$ cat config.mk
export PLATFORM = sky130hd
export DESIGN_NAME = hk_mash_decimator
export DESIGN_NICKNAME = d
export VERILOG_FILES = /design/src/rtl/hk_dec_pkg.sv /design/src/rtl/hk_dec_integrator.sv /design/src/rtl/hk_mash_decimator.sv
export SDC_FILE = /design/constraint.sdc
export NUM_CORES = 1
export LEC_CHECK = 0
export ABC_CLOCK_PERIOD_IN_PS = 5800
export CAP_MARGIN = 20
export CORE_MARGIN = 4
export CORE_UTILIZATION = 40
export CTS_CLUSTER_DIAMETER = 120
export DETAILED_ROUTE_END_ITERATION = 12
export HOLD_SLACK_MARGIN = 0.06
export PLACE_DENSITY_LB_ADDON = 0.25
export SKIP_CTS_REPAIR_TIMING = 1
export SLEW_MARGIN = 5
export SYNTH_ARGS = -nofsm -noshare
export SYNTH_HDL_FRONTEND = slang
export SYNTH_SLANG_ARGS = --single-unit
export TNS_END_PERCENT = 20
$ cat constraint.sdc
create_clock -name clk -period 5.8 [get_ports clk]
set_input_delay 0.58 -clock clk [delete_from_list [all_inputs] [get_ports clk]]
set_output_delay 0.58 -clock clk [all_outputs]
set_load 0.01 [all_outputs]
$ cat src/rtl/hk_dec_pkg.sv
// Shared sizing helpers and constants for the HK-MASH sinc3 decimator.
package hk_dec_pkg;

  localparam int Y_MIN        = -3;
  localparam int Y_MAX        = 4;
  localparam int DEF_LOG2_DEC = 6;

  function automatic int ACC_W(input int log2_dec);
    return 4 + 3 * log2_dec;
  endfunction

  function automatic int SHIFT(input int width, input int log2_dec);
    return 3 * log2_dec - width;
  endfunction

  // Accumulator word for the default decimation ratio.
  typedef logic signed [ACC_W(DEF_LOG2_DEC)-1:0] acc_t;

endpackage

$ cat src/rtl/hk_dec_integrator.sv
// One enabled wrapping accumulator stage of the sinc3 integrator chain.
module hk_dec_integrator
  import hk_dec_pkg::*;
#(
  parameter int W = ACC_W(DEF_LOG2_DEC)
) (
  input  logic         clk,
  input  logic         rst_n,
  input  logic         en,
  input  logic [W-1:0] d,
  output logic [W-1:0] q
);

  // Modulo 2^W wrap is intentional; the comb section undoes it.
  always_ff @(posedge clk or negedge rst_n) begin
    if (!rst_n)  q <= '0;
    else if (en) q <= q + d;
  end

endmodule

$ cat src/rtl/hk_mash_decimator.sv
// Sinc3 decimator recovering the control word from the HK-MASH 1-1-1 output stream.
// Build option: HK_DEC_ROUND_EN selects round-half-up instead of floor on the output shift.
module hk_mash_decimator
  import hk_dec_pkg::*;
#(
  parameter int WIDTH    = 9,
  parameter int LOG2_DEC = 6
) (
  input  logic             clk,
  input  logic             rst_n,
  input  logic [3:0]       y_i,
  input  logic             y_vld_i,
  output logic [WIDTH+3:0] x_o,
  output logic             x_vld_o,
  output logic             settled_o
);

  localparam int AW     = ACC_W(LOG2_DEC);
  localparam int SH     = SHIFT(WIDTH, LOG2_DEC);
  localparam int STAGES = 2;

  if (SH < 0) begin : g_bad_cfg
    $error("hk_mash_decimator: 3*LOG2_DEC must be >= WIDTH");
  end

`ifdef HK_DEC_ROUND_EN
  localparam logic [AW-1:0] RND = (SH > 0) ? (AW'(1) << ((SH > 0) ? SH - 1 : 0)) : '0;
`else
  localparam logic [AW-1:0] RND = '0;
`endif

  logic [LOG2_DEC-1:0]  cnt;
  logic                 blk_end;
  logic [STAGES:1]      vld_pipe;
  logic [2:0][AW-1:0]   din;
  logic [2:0][AW-1:0]   acc;
  logic [AW-1:0]        d1, d2, d3;
  logic [AW-1:0]        c1, c2, c3;
  logic signed [AW-1:0] c3_sh;
  logic [1:0]           wcnt;

  assign blk_end = y_vld_i & (&cnt);

  always_ff @(posedge clk or negedge rst_n) begin
    if (!rst_n)       cnt <= '0;
    else if (y_vld_i) cnt <= cnt + 1'b1;
  end

  // Registered chain: each stage adds the previous-cycle value of the one before.
  assign din[0] = {{(AW-4){y_i[3]}}, y_i};
  assign din[1] = acc[0];
  assign din[2] = acc[1];

  hk_dec_integrator #(.W(AW)) u_int [2:0] (
    .clk   (clk),
    .rst_n (rst_n),
    .en    (y_vld_i),
    .d     (din),
    .q     (acc)
  );

  assign c1    = acc[2] - d1;
  assign c2    = c1 - d2;
  assign c3    = c2 - d3;
  assign c3_sh = $signed(c3 + RND) >>> SH;

  always_ff @(posedge clk or negedge rst_n) begin
    if (!rst_n) vld_pipe <= '0;
    else        vld_pipe <= {vld_pipe[STAGES-1:1], blk_end};
  end

  assign x_vld_o = vld_pipe[STAGES];

  // Comb delays and the output register advance one cycle after the block end.
  always_ff @(posedge clk or negedge rst_n) begin
    if (!rst_n) begin
      d1  <= '0;
      d2  <= '0;
      d3  <= '0;
      x_o <= '0;
    end else if (vld_pipe[1]) begin
      d1  <= acc[2];
      d2  <= c1;
      d3  <= c2;
      x_o <= c3_sh[WIDTH+3:0];
    end
  end

  // The 4th pulse is the first free of the integrator start-up transient.
  always_ff @(posedge clk or negedge rst_n) begin
    if (!rst_n) begin
      wcnt      <= '0;
      settled_o <= 1'b0;
    end else if (vld_pipe[1]) begin
      if (wcnt != 2'd3) wcnt <= wcnt + 2'd1;
      else              settled_o <= 1'b1;
    end
  end

endmodule
Word-level counts from Yosys, hierarchy flattened
Index checks and enable logic that the tools add are counted.
{"block": "totals", "output_inout_bits": 15, "reg_bits": 156, "word_cells": 25}
{"block": "classes", "addsub": 8, "n_reduce_logical": 3, "eq_ne": 1, "bitwise_logic": 2}
{"operator": "$add 22x22->22", "n": 3}
{"operator": "$sub 22x22->22", "n": 3}
{"operator": "$add 6x1->6 const B", "n": 1}
{"operator": "$reduce_and 6->1", "n": 1}
{"operator": "$reduce_and 2->1", "n": 2}
{"operator": "$add 2x1->2 const B", "n": 1}
{"operator": "$ne 2x2->1 const B", "n": 1}
{"operator": "$and 1x1->1", "n": 1}
{"operator": "$not 1->1", "n": 1}

Depth between registers and ports, before layout
{"block": "logic_depth", "depth_word": 3, "depth_mapped": 30}

By module
From an unflattened synthesis, not the netlist that was laid out.
{"block": "hier_totals", "hier_cells": 1395, "area_unflattened_um2": 12384.4}
{"module": "hk_mash_decimator", "area_each_um2": 6167.2, "cells_each": 685, "n_inst": 1}
{"module": "hk_dec_integrator (u_int[1] ...)", "area_each_um2": 2077.0, "cells_each": 236, "n_inst": 2}
{"module": "hk_dec_integrator (u_int[0])", "area_each_um2": 2063.2, "cells_each": 238, "n_inst": 1}

Least setup slack after synthesis
OpenSTA, ideal clock, no wires.
{"block": "synth_timing", "path_kind": "register -> register", "from": "register u_int[2].q[0]", "to": "register x_o[12]", "arrival_time_ns": 5.482, "setup_ns": 0.127, "period_less_slack_ns": 5.609, "required_ns": 5.673, "setup_slack_ns": 0.191, "stages_incl_launch_ff": 30, "path_buffers": 0, "path_cell_list": "dfrtp_1 inv_1 ha_1 fa_1 nor2b_1 o21ai_0 a21boi_0 o21a_1 o211ai_1 nand2_1 a21o_1 a21oi_1 xnor2_1 ha_1 inv_1 o21bai_1 a21o_1 a21oi_1 a21oi_1 or3_1 and2_1 ha_1 a21oi_1 nand3_1 o22a_1 a211o_1 a21oi_2 o21bai_1 xnor3_1 mux2_1"}
{"block": "synth_between", "elab_chain_cells": 3}
{"item": "start, declared", "line": "hk_dec_integrator.sv:11", "rtl": "output logic [W-1:0] q"}
{"item": "start signal, assigned", "line": "hk_dec_integrator.sv:17", "rtl": "else if (en) q <= q + d;"}
{"item": "$sub 22x22->22", "line": "hk_mash_decimator.sv:62", "rtl": "assign c1 = acc[2] - d1;"}
{"item": "named net c1[10]", "line": "hk_mash_decimator.sv:38", "rtl": "logic [AW-1:0] c1, c2, c3;"}
{"item": "$sub 22x22->22", "line": "hk_mash_decimator.sv:63", "rtl": "assign c2 = c1 - d2;"}
{"item": "named net c2[14]", "line": "hk_mash_decimator.sv:38"}
{"item": "$sub 22x22->22", "line": "hk_mash_decimator.sv:64", "rtl": "assign c3 = c2 - d3;"}
{"item": "end signal, assigned", "line": "hk_mash_decimator.sv:85", "rtl": "x_o <= c3_sh[WIDTH+3:0];"}
{"item": "end, declared", "line": "hk_mash_decimator.sv:13", "rtl": "output logic [WIDTH+3:0] x_o,"}
The timed path passes the listed nets, and every way through them passes these cells.
A chain may end at the register's enable or synchronous reset.

Worst setup path after layout
{"block": "layout_timing", "from": "register d1[0]", "to": "register x_o[12]"}
{"block": "layout_between", "elab_chain_cells": 3}
{"item": "start, declared", "line": "hk_mash_decimator.sv:37", "rtl": "logic [AW-1:0] d1, d2, d3;"}
{"item": "start signal, assigned", "line": "hk_mash_decimator.sv:82", "rtl": "d1 <= acc[2];"}
{"item": "$sub 22x22->22", "line": "hk_mash_decimator.sv:62"}
{"item": "named net c1[6]", "line": "hk_mash_decimator.sv:38"}
{"item": "$sub 22x22->22", "line": "hk_mash_decimator.sv:63"}
{"item": "named net c2[11]", "line": "hk_mash_decimator.sv:38"}
{"item": "$sub 22x22->22", "line": "hk_mash_decimator.sv:64"}
The timed path passes the listed nets, and every way through them passes these cells.

==> run metrics <==
status=finished, final reports clean; die footprint=about 0.031 mm^2; H-tree depth=4; post-route cell area=between 0.01 and 0.015 mm^2; vias post-DR=about 8,300; Synth area leaders=dfrtp_1 35%, ha_1 14%, mux2_2 7.4%; Synth Area in Compound Gates=0.193; Final HPWL DP=15,700 um; drt drc=0; Hold Violations, Final=0; RSZ-0062 raised after global routing=no; beginning of the critical path=d1[0]$_DFFE_PN0P_; post-route ant nets=0; Post-Syn Nets=1,343; Synth Register Bits=156; Final min period=between 5 and 6 ns; CP max-delay cell=dfrtp_1; Critical Path RT=6.11 ns; Worst Max-Slew Pin Slew=between 0.8 and 0.9 ns; IO Port Bufs=21; commonest non-fill, non-tap cell in the layout=dfrtp_1; Worst Path Arrival=~5.7 ns; # rows=61; Die Width=~180 um; vias per cell=5.09; Most common cell on crit path=o21bai_1; Pre-antenna DRT Iters=5; Clock Latency Late Sink=between 0.4 and 0.5 ns; EDFF count, synth=0; dpl cells=1,604; RePlAce Congestion=a little over 0.9; worst clock skew=approximately 0.014 ns; filler cell count=2,693; CTS buffer count=17; Critical R2R Launch=d1[0]$_DFFE_PN0P_; Synth area leader=dfrtp_1; Slew Limit Headroom=0.401; critical path startpoint category=flop; most frequent cells in the layout=155 x dfrtp_1, 124 x ha_1, 102 x inv_1; final setup vio count=0; GRT Total Usage=0.142; Chip Height=~180 um; largest net degree at the start of global routing=87; Yosys warnings=0; final non-filler cell total=~1,600; adder-cell share of the synthesized area=0.150; Core Region=around 0.028 mm^2; Post-synth ARST share=1.00; Top delay family on crit path=compound AO/OA/AOI/OAI gates; WS Path Type=flop to flop; Critical Path Max Stage Delay=slightly above 0.4 ns; Detailed Route Iter0 Violations=343; CTS tree=yes; GRT Residual Overflow=0; cell count after synthesis=1,204; global-route wire length before repair=around 38,000 um; Routed WL=approximately 21,000 um; Setup crit end kind=flop; share of layout cells above drive strength 1=0.131; initial core utilization=0.406; crit share post-route=0.930; Yosys top cell area share=0.346; Syn Area/Cell=9.38 um^2; Most used DFF post-synth=dfrtp_1; Crit Path Max Fanout=5; area delta synth->final=13.0%; root buf cell=clkbuf_16; Post-Synth Simple-Gate Area=0.111; post-synthesis cell type count=66; HP Class=input port to async pin; vias in the first global route=just over 8,000; initial antenna violation count=0; fin nets=approximately 1,400; # diodes=0; clock sinks=around 160; I/O pin cnt=22; DR WL/cell=approximately 13 um; clock buffer depth=2; Max Fclk=between 150 and 200 MHz; Cell Area, Placed=0.0121 mm^2; Max Cap Viol=0; fin util=0.459; register area share after synthesis=0.346; Worst-path clk slew=0.07 ns; Post-Synth XOR/XNOR Area=0.0804; WP buf/inv=0; main combinational cell family by area after synthesis=compound AO/OA/AOI/OAI gates; multiplexer area fraction after synthesis=0.0775; Slew Limit Fails=0; post-synthesis cell area=roughly 0.011 mm^2
## registers in the layout, indices dropped and copies added (netlist names)
name,cells
d3,22
d2,22
wcnt,2
vld_pipe,2
x_o,13
u_int.q,66
d1,22
cnt,6
settled_o,1
## stage by stage
step	setup TNS [ns]	setup slack, ns	hold slack, ns
3_5_place_dp	-0.0413	-0.0413	0.455
3_3_place_gp	0	0.0230	0.438
6_report	0	0.405	0.224
5_1_grt	0	0.0206	0.297
2_1_floorplan	0	0.191	0.284
4_1_cts	-0.0673	-0.0673	0.262
## path summary, 6_finish.rpt
check	to	slack (ns)	cells past startpoint
min in group clk	settled_o$_DFFE_PN0P_	0.46	1
worst max register to register	x_o[12]$_DFFE_PN0P_	0.40	25
max in group asynchronous	u_int[2].q[6]$_DFFE_PN0P_	4.16	2
worst max-delay path	x_o[12]$_DFFE_PN0P_	0.40	25
worst min register to register	settled_o$_DFFE_PN0P_	0.46	1
worst min-delay path	d3[2]$_DFFE_PN0P_	0.22	1
## cell usage after synthesis, drive strengths merged (20+ instances only)
library cell and instances:
dfrtp 156, ha 127, inv 104, a21oi 94, nand2 94, o21ai 91
xnor2 77, mux2 75, nor2 60, a21o 36, o21a 24, xor2 24
clkbuf 22, nor3 20
## routing by layer
metal | GRT usage | wire length, um | vias to the layer above
met2 | 0.242 | 10000 | 67
met5 | 0 | 0 | -
li1 | - | - | 4362
met1 | 0.189 | 10500 | 3886
met4 | 0.0367 | 302 | 0
met3 | 0.0251 | 411 | 19
## worst register-to-register path, stage by stage (launching register included)
cell	delay (ns)
dfrtp_1	0.41
ha_4	0.17
fa_2	0.33
nor2b_1	0.15
o21ai_2	0.09
a21boi_2	0.15
o21a_1	0.18
nor2_1	0.06
xnor2_1	0.20
ha_1	0.33
a2111o_1	0.41
o21a_1	0.22
a21oi_1	0.17
o21bai_1	0.11
a21o_1	0.20
a21oi_1	0.18
xnor2_1	0.17
ha_1	0.28
o21bai_1	0.15
a31oi_1	0.10
o22a_1	0.20
a211o_1	0.32
a21oi_2	0.14
o21bai_1	0.09
xnor3_1	0.17
mux2_1	0.30
## final cells by class
cell class	instances	area, um^2	area share
clock buffer	20	447	0.0350
clock inverter	11	160	0.0126
inverter	105	394	0.0309
multi-input combinational	919	6970	0.547
sequential	156	3910	0.306
tap	378	473	0.0371
timing repair buffer	47	402	0.0315
## logic make-up after synthesis
logic type / count (synthesis)
compound gates: 341
simple gates: 266
flops: 156
fa+ha+maj: 132
buf+inv: 129
xor+xnor: 102
mux: 78
Power is left out: the tool's default activity adds up to more than one toggle a clock period on the data nets, which glitch-free logic cannot reach.
